$ cat config.mk
export PLATFORM = sky130hd
export DESIGN_NAME = apb_cmd_requester
export DESIGN_NICKNAME = d
export VERILOG_FILES = /design/src/rtl/apb_cmd_requester.sv
export SDC_FILE = /design/constraint.sdc
export NUM_CORES = 1
export LEC_CHECK = 0
export CAP_MARGIN = 20
export CORE_MARGIN = 2
export CORE_UTILIZATION = 37
export DETAILED_ROUTE_END_ITERATION = 12
export DONT_BUFFER_PORTS = 1
export SLEW_MARGIN = 20
export SYNTH_ARGS = -nofsm -noshare
export SYNTH_HDL_FRONTEND = slang
export SYNTH_SLANG_ARGS = --single-unit
$ cat constraint.sdc
create_clock -name pclk -period 12.6 [get_ports pclk]
set_input_delay 3.78 -clock pclk [delete_from_list [all_inputs] [get_ports pclk]]
set_output_delay 3.78 -clock pclk [all_outputs]
set_load 0.01 [all_outputs]
$ cat src/rtl/apb_cmd_requester.sv
// APB requester fed by a small command FIFO.
// Commands are queued and issued one at a time as SETUP/ACCESS transfers.
// Each result is held in a response register until it is consumed.
// An optional ACCESS-phase timeout aborts a transfer whose completer never answers.
module apb_cmd_requester #(
  parameter int ADDR_WIDTH     = 32,
  parameter int DATA_WIDTH     = 32,
  parameter int CMD_DEPTH      = 4,
  parameter int TIMEOUT_CYCLES = 16
) (
  input  logic                    pclk,
  input  logic                    preset_n,
  input  logic                    cmd_valid,
  output logic                    cmd_ready,
  input  logic                    cmd_write,
  input  logic [ADDR_WIDTH-1:0]   cmd_addr,
  input  logic [DATA_WIDTH-1:0]   cmd_wdata,
  input  logic [DATA_WIDTH/8-1:0] cmd_strb,
  input  logic [2:0]              cmd_prot,
  input  logic                    cmd_nse,
  output logic                    rsp_valid,
  input  logic                    rsp_ready,
  output logic [DATA_WIDTH-1:0]   rsp_rdata,
  output logic                    rsp_slverr,
  output logic                    rsp_timeout,
  output logic [ADDR_WIDTH-1:0]   paddr,
  output logic [2:0]              pprot,
  output logic                    pnse,
  output logic                    psel,
  output logic                    penable,
  output logic                    pwrite,
  output logic [DATA_WIDTH-1:0]   pwdata,
  output logic [DATA_WIDTH/8-1:0] pstrb,
  output logic                    pwakeup,
  input  logic                    pready,
  input  logic [DATA_WIDTH-1:0]   prdata,
  input  logic                    pslverr
);

  localparam int STRB_W  = DATA_WIDTH / 8;
  localparam int PTR_W   = $clog2(CMD_DEPTH);
  localparam int ENTRY_W = 1 + ADDR_WIDTH + DATA_WIDTH + STRB_W + 3 + 1;
  localparam int TMO_W   = (TIMEOUT_CYCLES > 0) ? $clog2(TIMEOUT_CYCLES + 1) : 1;
  localparam logic [TMO_W-1:0] TMO_LAST = TMO_W'((TIMEOUT_CYCLES > 0) ? TIMEOUT_CYCLES - 1 : 0);

  localparam logic [1:0] S_IDLE   = 2'd0;
  localparam logic [1:0] S_SETUP  = 2'd1;
  localparam logic [1:0] S_ACCESS = 2'd2;
  localparam logic [1:0] S_RESP   = 2'd3;

  logic [1:0]         state, state_nxt;
  logic [TMO_W-1:0]   tmo_cnt;
  logic               tmo_hit;

  logic [ENTRY_W-1:0] fifo_mem [CMD_DEPTH];
  logic [PTR_W:0]     wr_ptr, rd_ptr, wr_ptr_nxt, rd_ptr_nxt;
  logic               fifo_empty, fifo_full, fifo_nonempty_nxt;
  logic               push, pop;

  logic                  h_write;
  logic [ADDR_WIDTH-1:0] h_addr;
  logic [DATA_WIDTH-1:0] h_wdata;
  logic [STRB_W-1:0]     h_strb;
  logic [2:0]            h_prot;
  logic                  h_nse;

  // Extra pointer bit distinguishes full from empty when the indices match.
  assign fifo_empty = (wr_ptr == rd_ptr);
  assign fifo_full  = (wr_ptr[PTR_W] != rd_ptr[PTR_W]) &&
                      (wr_ptr[PTR_W-1:0] == rd_ptr[PTR_W-1:0]);
  assign cmd_ready  = !fifo_full;

  assign push = cmd_valid && !fifo_full;
  assign pop  = !fifo_empty && ((state == S_IDLE) || ((state == S_RESP) && rsp_ready));

  assign wr_ptr_nxt        = wr_ptr + (PTR_W + 1)'(push);
  assign rd_ptr_nxt        = rd_ptr + (PTR_W + 1)'(pop);
  assign fifo_nonempty_nxt = (wr_ptr_nxt != rd_ptr_nxt);

  assign {h_write, h_addr, h_wdata, h_strb, h_prot, h_nse} = fifo_mem[rd_ptr[PTR_W-1:0]];

  // Abort fires on the ACCESS cycle that would be the TIMEOUT_CYCLES-th wait state.
  assign tmo_hit = (TIMEOUT_CYCLES > 0) && !pready && (tmo_cnt == TMO_LAST);

  // Command storage; contents need no reset since the pointers define validity.
  always_ff @(posedge pclk) begin
    if (push) begin
      fifo_mem[wr_ptr[PTR_W-1:0]] <= {cmd_write, cmd_addr, cmd_wdata, cmd_strb, cmd_prot, cmd_nse};
    end
  end

  // FIFO pointers; push and pop may happen on the same edge.
  always_ff @(posedge pclk or negedge preset_n) begin
    if (!preset_n) begin
      wr_ptr <= '0;
      rd_ptr <= '0;
    end else begin
      wr_ptr <= wr_ptr_nxt;
      rd_ptr <= rd_ptr_nxt;
    end
  end

  // Transfer sequencing.
  always_comb begin
    state_nxt = state;
    case (state)
      S_IDLE:   if (!fifo_empty) state_nxt = S_SETUP;
      S_SETUP:  state_nxt = S_ACCESS;
      S_ACCESS: if (pready || tmo_hit) state_nxt = S_RESP;
      S_RESP:   if (rsp_ready) state_nxt = fifo_empty ? S_IDLE : S_SETUP;
      default:  state_nxt = S_IDLE;
    endcase
  end

  // Registered APB drive, response capture and wait-state counter.
  always_ff @(posedge pclk or negedge preset_n) begin
    if (!preset_n) begin
      state       <= S_IDLE;
      tmo_cnt     <= '0;
      psel        <= 1'b0;
      penable     <= 1'b0;
      pwrite      <= 1'b0;
      paddr       <= '0;
      pwdata      <= '0;
      pstrb       <= '0;
      pprot       <= '0;
      pnse        <= 1'b0;
      pwakeup     <= 1'b0;
      rsp_valid   <= 1'b0;
      rsp_rdata   <= '0;
      rsp_slverr  <= 1'b0;
      rsp_timeout <= 1'b0;
    end else begin
      state   <= state_nxt;
      pwakeup <= fifo_nonempty_nxt || (state_nxt != S_IDLE);

      if ((state == S_RESP) && rsp_ready) begin
        rsp_valid <= 1'b0;
      end

      // Head entry goes straight into the SETUP-phase outputs.
      if (pop) begin
        psel    <= 1'b1;
        penable <= 1'b0;
        pwrite  <= h_write;
        paddr   <= h_addr;
        pwdata  <= h_write ? h_wdata : '0;
        pstrb   <= h_write ? h_strb : '0;
        pprot   <= h_prot;
        pnse    <= h_nse;
        tmo_cnt <= '0;
      end

      if (state == S_SETUP) begin
        penable <= 1'b1;
      end

      if (state == S_ACCESS) begin
        if (pready || tmo_hit) begin
          // A real completion wins over a timeout landing on the same edge.
          psel        <= 1'b0;
          penable     <= 1'b0;
          pwrite      <= 1'b0;
          paddr       <= '0;
          pwdata      <= '0;
          pstrb       <= '0;
          pprot       <= '0;
          pnse        <= 1'b0;
          rsp_valid   <= 1'b1;
          rsp_rdata   <= (pready && !pwrite) ? prdata : '0;
          rsp_slverr  <= pready ? pslverr : 1'b1;
          rsp_timeout <= !pready;
        end else begin
          tmo_cnt <= tmo_cnt + TMO_W'(1);
        end
      end
    end
  end

endmodule

Yosys cells after proc, flatten, opt, wreduce, memory -nomap -nowiden
Memories as Yosys holds them, arrays and structs flattened.
Cells that the tools add are included.

storage, ports and cells
  register bits = 124
  bits in writable memories = 292
  bits of input ports = 111
  output and inout port bits = 112
  word-level logic and storage cells = 87
  memories = 1

memory list
  name      depth  bits a word  rd ports  clocked after memory_dff  write ports  line  text
  fifo_mem  4      73           1         0                         1            55    logic [ENTRY_W-1:0] fifo_mem [CMD_DEPTH];

cells by class
  add/subtract/negate cells = 3
  eq/ne operators = 8
  muxes and demuxes = 42
  reductions and logical operators = 16

operator list
  kind                                                 count
  2-to-1 mux 32 bit                                    8
  2-to-1 mux 1 bit                                     20
  2-to-1 mux 4 bit                                     4
  2-to-1 mux 5 bit                                     3
  2-to-1 mux 3 bit                                     3
  one-hot mux 2 bit (4 select lines)                   1
  adder 3 x 1 -> 3 bit                                 2
  logical AND 1 bit                                    6
  2-to-1 mux 2 bit                                     3
  adder 5 x 1 -> 5 bit, second input constant          1
  equality test 5 x 4 -> 1 bit, second input constant  1
  equality test 2 bit, second input constant           2
  logical NOT 1 bit                                    4
  equality test 3 bit                                  1
  logical OR 1 bit                                     3
  inequality test 3 bit                                1
  equality test 2 x 1 -> 1 bit, second input constant  1
  equality test 2 bit                                  1
  logical NOT 2 bit                                    1
  AND reduction 2 bit                                  1
  nonzero test 2 bit                                   1
  inequality test 1 bit                                1

Depth between registers and ports, before layout
Gate-level depths: netlist of run 1.

  depth after elaboration = 8
  mapped depth = 10
  depth with buffers taken out = 8

Worst setup path after synthesis of run 1
No wires, ideal clock.

  path kind = in2reg
  from = input port cmd_valid
  to = memory fifo_mem[1][0] (netlist name) (enable)
  setup time = 0.609 ns
  data arrival time = 9.258 ns
  required time = 11.991 ns
  path slack = 2.733 ns
  stages on the path = 2
  buffers on the path = 0
  path through = o31ai_1 > nor3b_1

between the ends
  word-level cells in the longest chain between the ends = 3

ends and longest elaborated chain
  item                                    line  text
  start: declaration                      13    input logic cmd_valid,
  logical AND 1 bit                       73    assign push = cmd_valid && !fifo_full;
  2-to-1 mux 1 bit                        87    if (push) begin
  2-to-1 mux 1 bit (implied by the code)  88    fifo_mem[wr_ptr[PTR_W-1:0]] <= {cmd_write, cmd_addr, cmd_wdata, cmd_strb, cmd_prot, cmd_nse};
  end: declaration                        55

No other way between the ends.

Worst setup path in the final report of run 1
  from = input port rsp_ready
  to = register pwakeup

between the ends
  word-level cells in the longest chain between the ends = 6
  elaborated cells between the ends (all ways) = 9
  those cells by class = 1 x add/sub; 1 x eq/ne; 2 x mux; 5 x reduce/logical

ends and longest elaborated chain
  item                    line  text
  start: declaration      22    input logic rsp_ready,
  logical AND 1 bit       74    assign pop = !fifo_empty && ((state == S_IDLE) || ((state == S_RESP) && rsp_ready));
  logical OR 1 bit        74
  logical AND 1 bit       74
  adder 3 x 1 -> 3 bit    77    assign rd_ptr_nxt = rd_ptr + (PTR_W + 1)'(pop);
  net rd_ptr_nxt[1]       56    logic [PTR_W:0] wr_ptr, rd_ptr, wr_ptr_nxt, rd_ptr_nxt;
  inequality test 3 bit   78    assign fifo_nonempty_nxt = (wr_ptr_nxt != rd_ptr_nxt);
  logical OR 1 bit        135   pwakeup <= fifo_nonempty_nxt || (state_nxt != S_IDLE);
  end signal: assignment  135
  end: declaration        34    output logic pwakeup,

The timed path passes the listed nets, and every way through them passes these cells.
A chain may end at the register's enable or synchronous reset.

==> flow_metrics.env, run 1 <==
export IMPL_hpwl_mm=21.40
export IMPL_ys_async_sr_fraction=0.2981
export IMPL_post_cts_buffers=0
export IMPL_layout_commonest_cell="edfxtp_1"
export IMPL_grt_max_degree=125
export IMPL_synth_cell_types=40
export IMPL_numPortBuffers=0
export IMPL_cts_resized=0
export IMPL_route_detailed_vias_per_inst=5.475
export IMPL_clock_skew_ps=16.16
export IMPL_layout_common_cells="edfxtp_1, dfrtp_1, o21ai_0"
export IMPL_drtPass1Iterations=5
export IMPL_nets=1085
export IMPL_die_area_sq_mm=0.04610
export IMPL_clk_latency_ps=570
export IMPL_yosysSeqAreaShare=0.7226
export IMPL_grt_usage=0.1634
export IMPL_synth_edff_count=292
export IMPL_synth_nets=1103
export IMPL_ios=223
export IMPL_grt_pass1_wl_mm=57.47
export IMPL_syn_area_sq_mm=0.01643
export IMPL_fin_util=0.4206
export IMPL_cts_buffers=44
export IMPL_cp_start_kind="primary input"
export IMPL_register_area_sq_mm=0.01188
export IMPL_grt_overflow_total=0
export IMPL_post_route_drc_count=0
export IMPL_grt_setup_unrepaired="no"
export IMPL_syn2layout_area_growth_pct=12.73
export IMPL_multi_input_area_sq_mm=0.004149
export IMPL_rows=77
export IMPL_globalplace_congestion=0.7411
export IMPL_power_density_mw_per_mm2=270.0
export IMPL_drt_iter0_drc=737
export IMPL_cts_tree="done"
export IMPL_p_seq_frac=0.453
export IMPL_ys_flop_type="edfxtp_1"
export IMPL_grt_antenna_before_repair=1
export IMPL_finalSetupViolCount=0
export IMPL_post_route_period_util=0.5082
export IMPL_num_fill_cells=3897
export IMPL_htree_levels=2
export IMPL_crit_fanout=43
export IMPL_cp_arrival_ps=6820
export IMPL_avgSynthCellArea_sq_um=16.66
export IMPL_pwr_share_clk=0.258
export IMPL_path_class="in -> reg"
export IMPL_vias=8738
export IMPL_clk_pin_slew_worst_paths_ps=60
export IMPL_ant_nets=0
export IMPL_swShare=0.3470
export IMPL_finalHoldViolCount=0
export IMPL_grt_busiest_layer="met2"
export IMPL_status="completed"
export IMPL_die_x_um=214.7
export IMPL_grt_pass1_vias=9050
export IMPL_slew_viol_final=0
export IMPL_fmax_mhz=156.2
export IMPL_hold_class="reg -> reg"
export IMPL_drt_wirelength_per_cell_um=23.43
export IMPL_clock_sinks=416
export IMPL_critPathRequiredTime_ps=13020
export IMPL_max_slew_margin_rel=0.2800
export IMPL_met3_usage=0.05888
export IMPL_core_area_sq_mm=0.04403
export IMPL_tightest_slew_ps=1077
export IMPL_power_mw=5.001
export IMPL_drt_wl_total_mm=37.39
export IMPL_cts_root_buf="clkbuf_16"
export IMPL_cts_buffer_depth=3
export IMPL_fin_tns_setup_ps=0
export IMPL_power_internal_mw=3.266
export IMPL_synth_ff_latch_count=416
export IMPL_pwr_share_comb=0.289
export IMPL_cts_hold_buffers_added=0
export IMPL_grt_use_met2=0.2688
export IMPL_die_height_um=214.7
export IMPL_power_leakage_nw=6.568
export IMPL_drive_gt1_frac=0.1695
export IMPL_post_route_min_period_ps=6404
export IMPL_cp_end_kind="register"
export IMPL_start_util=0.3731
export IMPL_synth_cells=986
export IMPL_maxCapViolCount=0
export IMPL_grtUsageMet1=0.2009
export IMPL_p_sw_mw=1.735
export IMPL_yosysWarnings=0
export IMPL_ir_drop_mv=0.1952
## cell type report
| type | instances | area share |
|---|---|---|
| Antenna cell | 1 | 0.0001351 |
| Clock buffer | 65 | 0.06750 |
| Clock inverter | 16 | 0.01061 |
| Inverter | 44 | 0.008918 |
| Multi-Input combinational cell | 447 | 0.2240 |
| Sequential cell | 416 | 0.6414 |
| Tap cell | 592 | 0.04000 |
| Timing Repair Buffer | 15 | 0.007364 |
## synthesized netlist by cell type (2+ instances only)
cell type | count | area [sq um]
ha_1 | 6 | 75.07
xor2_1 | 5 | 43.79
a211oi_1 | 36 | 270.3
clkbuf_1 | 38 | 142.6
o22ai_1 | 2 | 12.51
mux4_2 | 73 | 1644
nand2_1 | 72 | 270.3
mux2i_1 | 37 | 370.4
buf_4 | 12 | 90.09
edfxtp_1 | 292 | 8768
buf_2 | 25 | 125.1
buf_1 | 4 | 15.01
o32ai_1 | 36 | 315.3
inv_1 | 43 | 161.4
nor2_1 | 4 | 15.01
o21ai_0 | 105 | 525.5
nor3b_1 | 3 | 22.52
dfrtp_1 | 124 | 3103
or3_1 | 3 | 18.77
nor2b_1 | 2 | 12.51
and3_1 | 3 | 18.77
xnor2_1 | 4 | 35.03
a21oi_1 | 5 | 25.02
nor4_1 | 36 | 225.2
## through the flow
| step | hold slack [ps] | cells | setup WS, ps | area [sq um] |
|---|---|---|---|---|
| finish | 556.0 | 1596 | 6196 | 18520 |
| global route | 578.8 | 1596 | 5917 | 18520 |
| CTS | 555.2 | 1594 | 6159 | 18480 |
| detailed placement | 547.4 | 1513 | 5571 | 17030 |
| global placement | 527.1 | 1513 | 5644 | 17030 |
| floorplan | 513.3 | 986 | 2733 | 16430 |
## cells by family after synthesis
family	synth area share
flops	0.7226
compound gates	0.07471
simple gates	0.03793
buf+inv	0.03275
mux	0.1226
xor+xnor	0.004798
fa+ha+maj	0.004570
## flip-flops by register name, summed over array words and instances, names as in the netlist, 2 cells and up
name	cells
pprot	3
rsp_rdata	32
pstrb	4
tmo_cnt	5
state	2
pwdata	32
wr_ptr	3
rd_ptr	3
fifo_mem	292
paddr	32
## path summary, 6_finish.rpt
kind	cells after the start	endpoint	slack, ps	start
max	9	pwakeup$_DFF_PN0_	6200	rsp_ready
min	2	tmo_cnt[4]$_DFF_PN0_	560	tmo_cnt[4]$_DFF_PN0_
max reg2reg	10	pwakeup$_DFF_PN0_	8500	rd_ptr[0]$_DFF_PN0_
min reg2reg	2	tmo_cnt[4]$_DFF_PN0_	560	tmo_cnt[4]$_DFF_PN0_
max in group asynchronous	0	rd_ptr[1]$_DFF_PN0_	9350	preset_n
min in group asynchronous	0	paddr[2]$_DFF_PN0_	2910	preset_n
## power groups by stage
stage	Sequential [mW]	Combinational [mW]	Clock, mW
after floorplan	2.15	1.18	0
final	2.27	1.45	1.29
after CTS	2.28	1.45	1.32
after global placement	2.29	1.42	0
after global routing	2.31	1.59	1.38
after detailed placement	2.30	1.45	0
## critical path, stage by stage
cell and delay [ps]:
and3_2 790, o32ai_4 180, buf_4 370, inv_2 720, ha_1 280, ha_1 250, xnor2_1 160, o211a_1 180
o211ai_1 90
## metal layers
layer  vias to the layer above  share of wire
li1                       3823              -
met1                      4571           0.40
met2                       279           0.49
met3                        65          0.084
met4                         0          0.029
met5                         -              0
(Power assumes the default switching activity.)
==> inputs of run 2 (changes only) <==
==> constraint.sdc (replaced) <==
create_clock -name pclk -period 5.9 [get_ports pclk]
set_input_delay 1.77 -clock pclk [delete_from_list [all_inputs] [get_ports pclk]]
set_output_delay 1.77 -clock pclk [all_outputs]
set_load 0.01 [all_outputs]
==> flow_metrics.env, run 2 (same netlist as run 1, synthesis figures left out) <==
export IMPL_status="completed"
export IMPL_start_util=0.3731
export IMPL_grt_pass1_vias=9082
export IMPL_post_cts_buffers=0
export IMPL_slew_viol_final=0
export IMPL_die_area_sq_mm=0.04610
export IMPL_reg2reg_slack_ps=1920
export IMPL_fmax_mhz=237.6
export IMPL_timing_hold_ws_ps=546.2
export IMPL_clk_pin_slew_worst_paths_ps=60
export IMPL_grt_max_degree=125
export IMPL_grt_overflow_total=0
export IMPL_grt_setup_unrepaired="no"
export IMPL_cts_buffers=45
export IMPL_cp_arrival_ps=2440
export IMPL_diodes=0
export IMPL_rr_worst_depth=9
export IMPL_max_slew_margin_rel=0.2784
export IMPL_tightest_slew_ps=1080
export IMPL_fin_tns_setup_ps=0
export IMPL_timing_rr_end="pwakeup$_DFF_PN0_"
export IMPL_ant_nets=0
export IMPL_layout_commonest_cell="edfxtp_1"
export IMPL_post_route_min_period_ps=4209
export IMPL_globalplace_congestion=0.7692
export IMPL_core_area_sq_mm=0.04403
export IMPL_min_to="tmo_cnt[3]$_DFF_PN0_"
export IMPL_cts_hold_buffers_added=0
export IMPL_die_height_um=214.7
export IMPL_numPortBuffers=0
export IMPL_nets=1088
export IMPL_route_detailed_vias_per_inst=5.495
export IMPL_maxCapViolCount=0
export IMPL_num_fill_cells=3881
export IMPL_cp_end_kind="output pin"
export IMPL_htree_levels=2
export IMPL_rows=77
export IMPL_hpwl_mm=21.81
export IMPL_cts_tree="done"
export IMPL_drtPass1Iterations=5
export IMPL_vias=8786
export IMPL_cp_start_kind="register"
export IMPL_layout_common_cells="edfxtp_1, dfrtp_1, o21ai_0"
export IMPL_crit_fanout=35
export IMPL_ir_drop_mv=0.3435
export IMPL_clk_latency_ps=570
export IMPL_drt_wirelength_per_cell_um=23.62
export IMPL_critPathRequiredTime_ps=4130
export IMPL_fin_util=0.4220
export IMPL_cts_root_buf="clkbuf_16"
export IMPL_largest_reg_flops=292
export IMPL_hold_class="reg -> reg"
export IMPL_ios=223
export IMPL_syn2layout_area_growth_pct=13.09
export IMPL_drt_iter0_drc=670
export IMPL_die_x_um=214.7
export IMPL_power_leakage_nw=6.597
export IMPL_post_route_drc_count=0
export IMPL_holdPathStages=2
export IMPL_hold_path_startpoint="tmo_cnt[3]$_DFF_PN0_"
export IMPL_power_density_mw_per_mm2=576.4
export IMPL_grt_pass1_wl_mm=57.65
export IMPL_post_route_period_util=0.7134
export IMPL_register_area_sq_mm=0.01188
export IMPL_drive_gt1_frac=0.1718
export IMPL_cts_buffer_depth=3
export IMPL_cts_resized=0
export IMPL_finalSetupViolCount=0
export IMPL_clock_skew_ps=15.87
export IMPL_multi_input_area_sq_mm=0.004149
export IMPL_finalHoldViolCount=0
export IMPL_drt_wl_total_mm=37.78
export IMPL_r2r_start="rd_ptr[0]$_DFF_PN0_"
export IMPL_path_class="reg -> out"
export IMPL_clock_sinks=416
export IMPL_grt_usage=0.1649
export IMPL_grt_antenna_before_repair=0
## run 2: through the flow
stage | std cells | worst slack (ps) | instance area (sq um) | total power, mW
6_report | 1599 | 1691 | 18580 | 10.71
3_3_place_gp | 1515 | 1939 | 17050 | 7.959
5_1_grt | 1599 | 1540 | 18580 | 11.31
3_5_place_dp | 1516 | 1872 | 17090 | 8.057
4_1_cts | 1599 | 1595 | 18570 | 10.88
2_1_floorplan | 986 | -1957 | 16430 | 7.101
## run 2: cell type report
cell class | instances | area share
flip-flops and latches | 416 | 0.6394
multi-input cells | 447 | 0.2233
clock buffers | 62 | 0.06842
well taps | 592 | 0.03987
clock inverters | 21 | 0.01152
inverters | 44 | 0.008889
repair buffers | 17 | 0.008620
## run 2: worst max-delay path, cell delays in order (launching register included)
cell and delay [ps]:
dfrtp_4 930, xor2_4 660, or3_1 270
## run 2: per-layer routing
layer,global-route usage,vias up,part of all wire
met3,0.05563,57,0.087
met5,0,-,0
li1,-,3827,-
met1,0.2003,4582,0.39
met4,0.05486,0,0.028
met2,0.2765,320,0.49
## run 2: worst max path at each step
stage | startpoint | endpoint | slack, ps | cells after the start
global placement | rd_ptr[0]$_DFF_PN0_ | pwakeup$_DFF_PN0_ | 1940 | 9
CTS | rd_ptr[0]$_DFF_PN0_ | cmd_ready | 1600 | 2
finish | rd_ptr[0]$_DFF_PN0_ | cmd_ready | 1690 | 2
detailed placement | rd_ptr[0]$_DFF_PN0_ | pwakeup$_DFF_PN0_ | 1870 | 9
floorplan | cmd_valid | fifo_mem[1][0]$_DFFE_PP_ | -1960 | 2
global route | rd_ptr[0]$_DFF_PN0_ | cmd_ready | 1540 | 2
## run 2: report_power, final
| part | switching, mW | internal [mW] |
|---|---|---|
| combinational | 1.83 | 1.26 |
| sequential | 0.777 | 4.05 |
| clock | 1.12 | 1.68 |
| total | 3.72 | 6.99 |
